File: src/rtl/usrt_pkg.sv
// Shared types and constants for the USRT transmit scheduler.
package usrt_pkg;

  localparam int CFG_W           = 5;
  localparam int PARITY_MSB      = 4;
  localparam int PARITY_LSB      = 3;
  localparam int BAUD_MSB        = 2;
  localparam int BAUD_LSB        = 0;
  localparam int DEFAULT_TIMEOUT = 16383;

  typedef enum logic [2:0] {
    S_IDLE    = 3'd0,
    S_CFG     = 3'd1,
    S_START   = 3'd2,
    S_WAIT_HI = 3'd3,
    S_WAIT_LO = 3'd4,
    S_DONE    = 3'd5
  } state_t;

  // Field order matches the control-register layout: parity on top, baud below.
  typedef struct packed {
    logic [PARITY_MSB-PARITY_LSB:0] parity;
    logic [BAUD_MSB-BAUD_LSB:0]     baud;
  } cfg_t;

  function automatic logic [1:0] idx2oh(input logic idx);
    return idx ? 2'b10 : 2'b01;
  endfunction

endpackage

File: src/rtl/usrt_tx_sched_if.sv
// Request/winner bundle between the scheduler FSM and its round-robin arbiter.
interface usrt_tx_sched_if;
  logic [1:0] req;
  logic       upd;
  logic       upd_idx;
  logic [1:0] winner;
  logic       valid;

  modport master (output req, upd, upd_idx, input winner, valid);
  modport slave  (input req, upd, upd_idx, output winner, valid);
endinterface

File: src/rtl/usrt_rr_arb.sv
// Two-way round-robin selector; on a tie the requester not granted last wins.
module usrt_rr_arb (
  input logic             clk,
  input logic             rst_n,
  usrt_tx_sched_if.slave  arb
);

  logic r_last;

  // NOTE: every output gets a default before the case so no latch is inferred.
  always_comb begin
    arb.winner = 2'b00;
    unique case (arb.req)
      2'b01:   arb.winner = 2'b01;
      2'b10:   arb.winner = 2'b10;
      2'b11:   arb.winner = r_last ? 2'b01 : 2'b10;
      default: arb.winner = 2'b00;
    endcase
  end

  assign arb.valid = |arb.req;

  // Reset to 1 so requester 0 wins the first tie.
  always_ff @(posedge clk or negedge rst_n) begin
    if (!rst_n)       r_last <= 1'b1;
    else if (arb.upd) r_last <= arb.upd_idx;
  end

endmodule

File: src/rtl/usrt_tx_sched.sv
// Two-requester transmit scheduler: arbitrate, reprogram control reg on cfg change, run tx.
// Optional watchdog on wait states: define USRT_SCHED_TIMEOUT_EN.
module usrt_tx_sched
  import usrt_pkg::*;
#(
  parameter int TIMEOUT = DEFAULT_TIMEOUT
) (
  input  logic             i_Pclk,
  input  logic             i_Reset_n,
  input  logic [1:0]       i_Req,
  input  logic [CFG_W-1:0] i_Cfg0,
  input  logic [CFG_W-1:0] i_Cfg1,
  input  logic [7:0]       i_Data0,
  input  logic [7:0]       i_Data1,
  output logic [1:0]       o_Grant,
  output logic [1:0]       o_Done,
  output logic             o_Ctrl_En,
  output logic             o_Ctrl_Write,
  output logic [7:0]       o_Ctrl_Data,
  input  logic             i_Ctrl_Ready,
  output logic             o_Tx_Start,
  output logic [7:0]       o_Tx_Data,
  input  logic             i_Tx_Busy,
  output logic             o_Active,
  output logic             o_Owner,
  output logic             o_Timeout
);

  state_t     r_state;
  logic       r_owner;
  cfg_t       r_cfg;
  cfg_t       r_shadow;
  logic       r_shadow_vld;
  logic [7:0] r_data;
  logic [1:0] r_grant;

  logic       w_win_idx;
  cfg_t       w_sel_cfg;
  logic       w_tmo;
  logic       w_upd;

  usrt_tx_sched_if w_arb ();

  assign w_arb.req     = i_Req;
  assign w_arb.upd     = w_upd;
  assign w_arb.upd_idx = r_owner;

  usrt_rr_arb u_arb (
    .clk   (i_Pclk),
    .rst_n (i_Reset_n),
    .arb   (w_arb)
  );

  assign w_win_idx = w_arb.winner[1];
  assign w_sel_cfg = w_win_idx ? cfg_t'(i_Cfg1) : cfg_t'(i_Cfg0);
  assign w_upd     = (r_state == S_DONE) || w_tmo;

`ifdef USRT_SCHED_TIMEOUT_EN
  localparam int CNT_W = $clog2(TIMEOUT + 1);

  logic [CNT_W-1:0] r_cnt;
  logic             r_timeout;
  logic             w_wait;
  logic             w_leave;
  logic             w_cnt_en;

  assign w_wait  = (r_state == S_CFG) || (r_state == S_WAIT_HI) || (r_state == S_WAIT_LO);
  assign w_leave = ((r_state == S_CFG)     &&  i_Ctrl_Ready) ||
                   ((r_state == S_WAIT_HI) &&  i_Tx_Busy)    ||
                   ((r_state == S_WAIT_LO) && !i_Tx_Busy);
  // Counting only while staying put also clears the count on every state change.
  assign w_cnt_en = w_wait && !w_leave;
  assign w_tmo    = w_cnt_en && (r_cnt == CNT_W'(TIMEOUT - 1));

  always_ff @(posedge i_Pclk or negedge i_Reset_n) begin
    if (!i_Reset_n) begin
      r_cnt     <= '0;
      r_timeout <= 1'b0;
    end else begin
      r_cnt     <= (w_cnt_en && !w_tmo) ? r_cnt + 1'b1 : '0;
      r_timeout <= w_tmo;
    end
  end

  assign o_Timeout = r_timeout;
`else
  assign w_tmo     = 1'b0;
  assign o_Timeout = 1'b0;
`endif

  // NOTE: sequential state uses non-blocking assignments only, so every branch
  // reads the values from before this edge and the later timeout override wins.
  always_ff @(posedge i_Pclk or negedge i_Reset_n) begin
    if (!i_Reset_n) begin
      r_state      <= S_IDLE;
      r_owner      <= 1'b0;
      r_cfg        <= '0;
      r_shadow     <= '0;
      r_shadow_vld <= 1'b0;
      r_data       <= '0;
      r_grant      <= 2'b00;
    end else begin
      r_grant <= 2'b00;
      unique case (r_state)
        S_IDLE: begin
          if (w_arb.valid) begin
            r_owner <= w_win_idx;
            r_grant <= w_arb.winner;
            r_cfg   <= w_sel_cfg;
            r_data  <= w_win_idx ? i_Data1 : i_Data0;
            r_state <= (!r_shadow_vld || (w_sel_cfg != r_shadow)) ? S_CFG : S_START;
          end
        end
        S_CFG: begin
          if (i_Ctrl_Ready) begin
            r_shadow     <= r_cfg;
            r_shadow_vld <= 1'b1;
            r_state      <= S_START;
          end
        end
        S_START:   r_state <= S_WAIT_HI;
        S_WAIT_HI: if (i_Tx_Busy)  r_state <= S_WAIT_LO;
        S_WAIT_LO: if (!i_Tx_Busy) r_state <= S_DONE;
        S_DONE:    r_state <= S_IDLE;
        default:   r_state <= S_IDLE;
      endcase
      if (w_tmo) begin
        r_state      <= S_IDLE;
        r_shadow_vld <= 1'b0;
      end
    end
  end

  assign o_Grant      = r_grant;
  assign o_Done       = (r_state == S_DONE) ? idx2oh(r_owner) : 2'b00;
  assign o_Ctrl_En    = (r_state == S_CFG);
  assign o_Ctrl_Write = (r_state == S_CFG);
  assign o_Ctrl_Data  = {3'b000, r_cfg};
  assign o_Tx_Start   = (r_state == S_START);
  assign o_Tx_Data    = r_data;
  assign o_Active     = (r_state != S_IDLE);
  assign o_Owner      = r_owner;

endmodule

File: config.mk
export PLATFORM = sky130hd
export DESIGN_NAME = usrt_tx_sched
export DESIGN_NICKNAME = d
export VERILOG_FILES = /design/src/rtl/usrt_pkg.sv /design/src/rtl/usrt_tx_sched_if.sv /design/src/rtl/usrt_rr_arb.sv /design/src/rtl/usrt_tx_sched.sv
export SDC_FILE = /design/constraint.sdc
export NUM_CORES = 1
export LEC_CHECK = 0
export CAP_MARGIN = 0
export CORE_MARGIN = 4
export CORE_UTILIZATION = 35
export DETAILED_ROUTE_END_ITERATION = 6
export PLACE_DENSITY_LB_ADDON = 0.15
export SLEW_MARGIN = 20
export SYNTH_ARGS = -nofsm -noshare
export SYNTH_HDL_FRONTEND = slang
export SYNTH_HIERARCHICAL = 1
export SYNTH_SLANG_ARGS = --single-unit
File: constraint.sdc
create_clock -name i_Pclk -period 1.9 [get_ports i_Pclk]
set_input_delay 0.57 -clock i_Pclk [delete_from_list [all_inputs] [get_ports i_Pclk]]
set_output_delay 0.57 -clock i_Pclk [all_outputs]
set_load 0.005 [all_outputs]
==> qor.yml <==
timing:
  layout_min_cycle_time_ns: 1.84
  period_share: 0.968
  rsz0062_at_grt: "true"
  setup_ws_ns: 0.0600
  achievable-frequency_mhz: 543
  final_hold_viol_count: 0
  report.final.slew_viol_count: 0
  skew_ns: 0.00260
  setup_viol: 0
status:
  status: "complete, no violations"
worst_setup_path:
  worstPathRequired_ns: 1.33
  cp_slowest_cell: "dfrtp_1"
  crit_start: "r_state[1]$_DFFE_PN0P_"
  worst_setup_path_end_kind: "output port"
  path_class: "reg -> out"
  cp.arrival_ns: 1.27
  r2r-start: "u_arb/r_last$_DFFE_PN1P_"
  startpoint_type: "register"
  crit_chain: "buf_6 > nor2_4 > and2_4 > dlygate4sd2_1"
  crit_path_max_fanout: 5
  slowest_delay_ns: 0.41
synth:
  synthMuxAreaShare: 0.159
  synth.distinct_cells: 32
  synthXorXnorAreaFrac: 0.0395
  yosysWarnings: 6
  yosysTopAreaCell: "dfrtp_1"
  ys_seq_area_frac: 0.490
  synth_edf_count: 0
  synth_cells: 126
  synth_top_family_by_area: "multiplexers"
  synth_ff_type: "dfrtp_1"
  syn_area_per_cell_um2: 10.6
  synth-adder-area-share: 0
  synthTopCellsByArea: "dfrtp_1 47%, mux2i_1 9.8%, a21oi_1 5.6%"
  synth_top_cell_area_share: 0.470
  synth-compound-area-share: 0.0922
  yosys.area_share.simple: 0.151
  syn-cell-area_um2: 1330
  ys_ff_latch: 26
  async_reset_ff_frac: 1.00
die:
  pin_count: 58
  die-height_um: 69.6
  dieArea_um2: 4850
  rows: 22
  start_util: 0.363
  core_um2: 3660
  fp.dieW_um: 69.6
place:
  place_area_um2: 1980
  place_congestion: 0.790
  hpwl_um: 2530
  pre_cts_ws_ns: -0.664
  portBuffers: 53
finish:
  final_cell_mix: "45 x clkdlybuf4s50_1, 25 x dfrtp_1, 15 x a21oi_1"
  syn2layout_area_growth_pct: 57.9
  final_common_cell: "clkdlybuf4s50_1"
  n_antenna_cell: 0
  seqCellArea_um2: 652
  multi_input_area_um2: 678
  nNetsFinal: 223
  drive_gt1_frac: 0.216
  fin_area_um2: 2100
  fillerInstances: 318
drt:
  dr.pass1.iters: 4
  ant_nets: 0
  vias_per_cell: 4.67
  vias: 1112
  finalWirelength_um: 3190
  drcViolationCount: 0
  drt_iter0_drc: 33
  wire_per_inst_um: 13.4
min_path:
  hold_class: "reg -> reg"
  min_from: "r_shadow_vld$_DFFE_PN0P_"
clock_network:
  cts.sinks: 26
  clk_path_buf_depth: 2
  clkTransAtPathRegs_ns: 0.09
  clock_latency_ns: 0.27
  cts_tree: "built"
  htree_levels: 1
  ctsRootBufferMaster: "clkbuf_8"
  cts_made_buffers: 3
  cts_hold_buf: 0
power:
  p_total_uw: 2940
  netSwitchingFraction: 0.342
  power_density_nw_per_um2: 1400
  p_int_uw: 1930
  p_sw_uw: 1010
  leakagePower_uw: 0.000902
  pwr-share-comb: 0.534
  p_seq_frac: 0.344
  ir_worst_vdd_mv: 0.648
  pwr-share-clk: 0.122
grt:
  grt_pass1_wl_um: 5360
  grt_overflow_total: 0
  grt_antenna_before_repair: 0
  track_usage: 0.136
  grt_max_degree: 27
  grt_pass1_vias: 1210
run:
  max_cap_viol_count: 0
-- cells by family after synthesis --
family,count (synthesis)
compound gates,21
xor+xnor,6
buf+inv,15
flops,26
mux,20
other cells,1
simple gates,37
-- area by class of cell --
cell class                 instances  share of cell area
clock buffer                       4              0.0262
multi-input combinational         88               0.323
timing repair buffer              69               0.307
inverter                           3             0.00536
tap                               48              0.0286
sequential                        26               0.310
-- synth_stat cells (all sizes together) (3+ instances only) --
cell type  instances
buf               10
mux2i             14
nand2              3
and3               5
dfrtp             25
xnor2              4
inv                3
and2               3
a21oi             15
mux2               6
nor2              15
-- worst max-delay path, delay by kind of cell, from the launching register on --
family        cells  cell delay, ns
flops             1            0.41
simple gates      2            0.22
buf+inv           2            0.37
-- what timing repair did --
item / in CTS / in global routing
setup endpoints to repair: 8 / 7
resized for setup: 21 / 15
pin swaps: 4 / 6
setup buffers: 1 / 1
-- per-layer routing --
layer	track usage	vias to the layer above	wire length (µm)
met3	0.0435	7	223
met2	0.230	37	1570
met5	0	-	0
li1	-	549	-
met1	0.161	519	1330
met4	0.0511	0	68
-- registers in the layout (all words and copies together), names as in the netlist --
signal        flops
o_Ctrl_Data       5
o_Grant           2
o_Owner           1
o_Tx_Data         8
r_shadow          5
r_shadow_vld      1
r_state           3
u_arb/r_last      1
-- power groups by stage --
stage / Clock [µW] / Sequential (µW) / Combinational (µW)
6_report: 359 / 1010 / 1570
5_1_grt: 394 / 1050 / 1720
4_1_cts: 373 / 1000 / 1530
3_5_place_dp: 0 / 1000 / 1490
3_3_place_gp: 0 / 991 / 1450
2_1_floorplan: 0 / 1000 / 713
-- stage by stage --
| stage | hold slack (ns) | cells | utilization | TNS, ns |
|---|---|---|---|---|
| 2_1_floorplan | 0.274 | 129 | - | 0 |
| 3_3_place_gp | 0.472 | 232 | 0.540 | -2.55 |
| 3_5_place_dp | 0.490 | 232 | 0.540 | -2.97 |
| 4_1_cts | 0.511 | 237 | 0.569 | -0.172 |
| 5_1_grt | 0.537 | 238 | 0.574 | -0.0178 |
| 6_report | 0.512 | 238 | 0.574 | 0 |
-- final timing paths --
path | endpoint | slack [ns] | cells after the start
max reg2reg | r_state[0]$_DFFE_PN0P_ | 0.08 | 7
min in group asynchronous | o_Grant[0]$_DFF_PN0_ | 0.66 | 2
min reg2reg | r_shadow_vld$_DFFE_PN0P_ | 0.51 | 1
min | r_shadow_vld$_DFFE_PN0P_ | 0.51 | 1
max | o_Ctrl_Write | 0.06 | 4
max in group asynchronous | u_arb/r_last$_DFFE_PN1P_ | 0.95 | 2
Note: power is estimated with default switching activity, not from simulation.
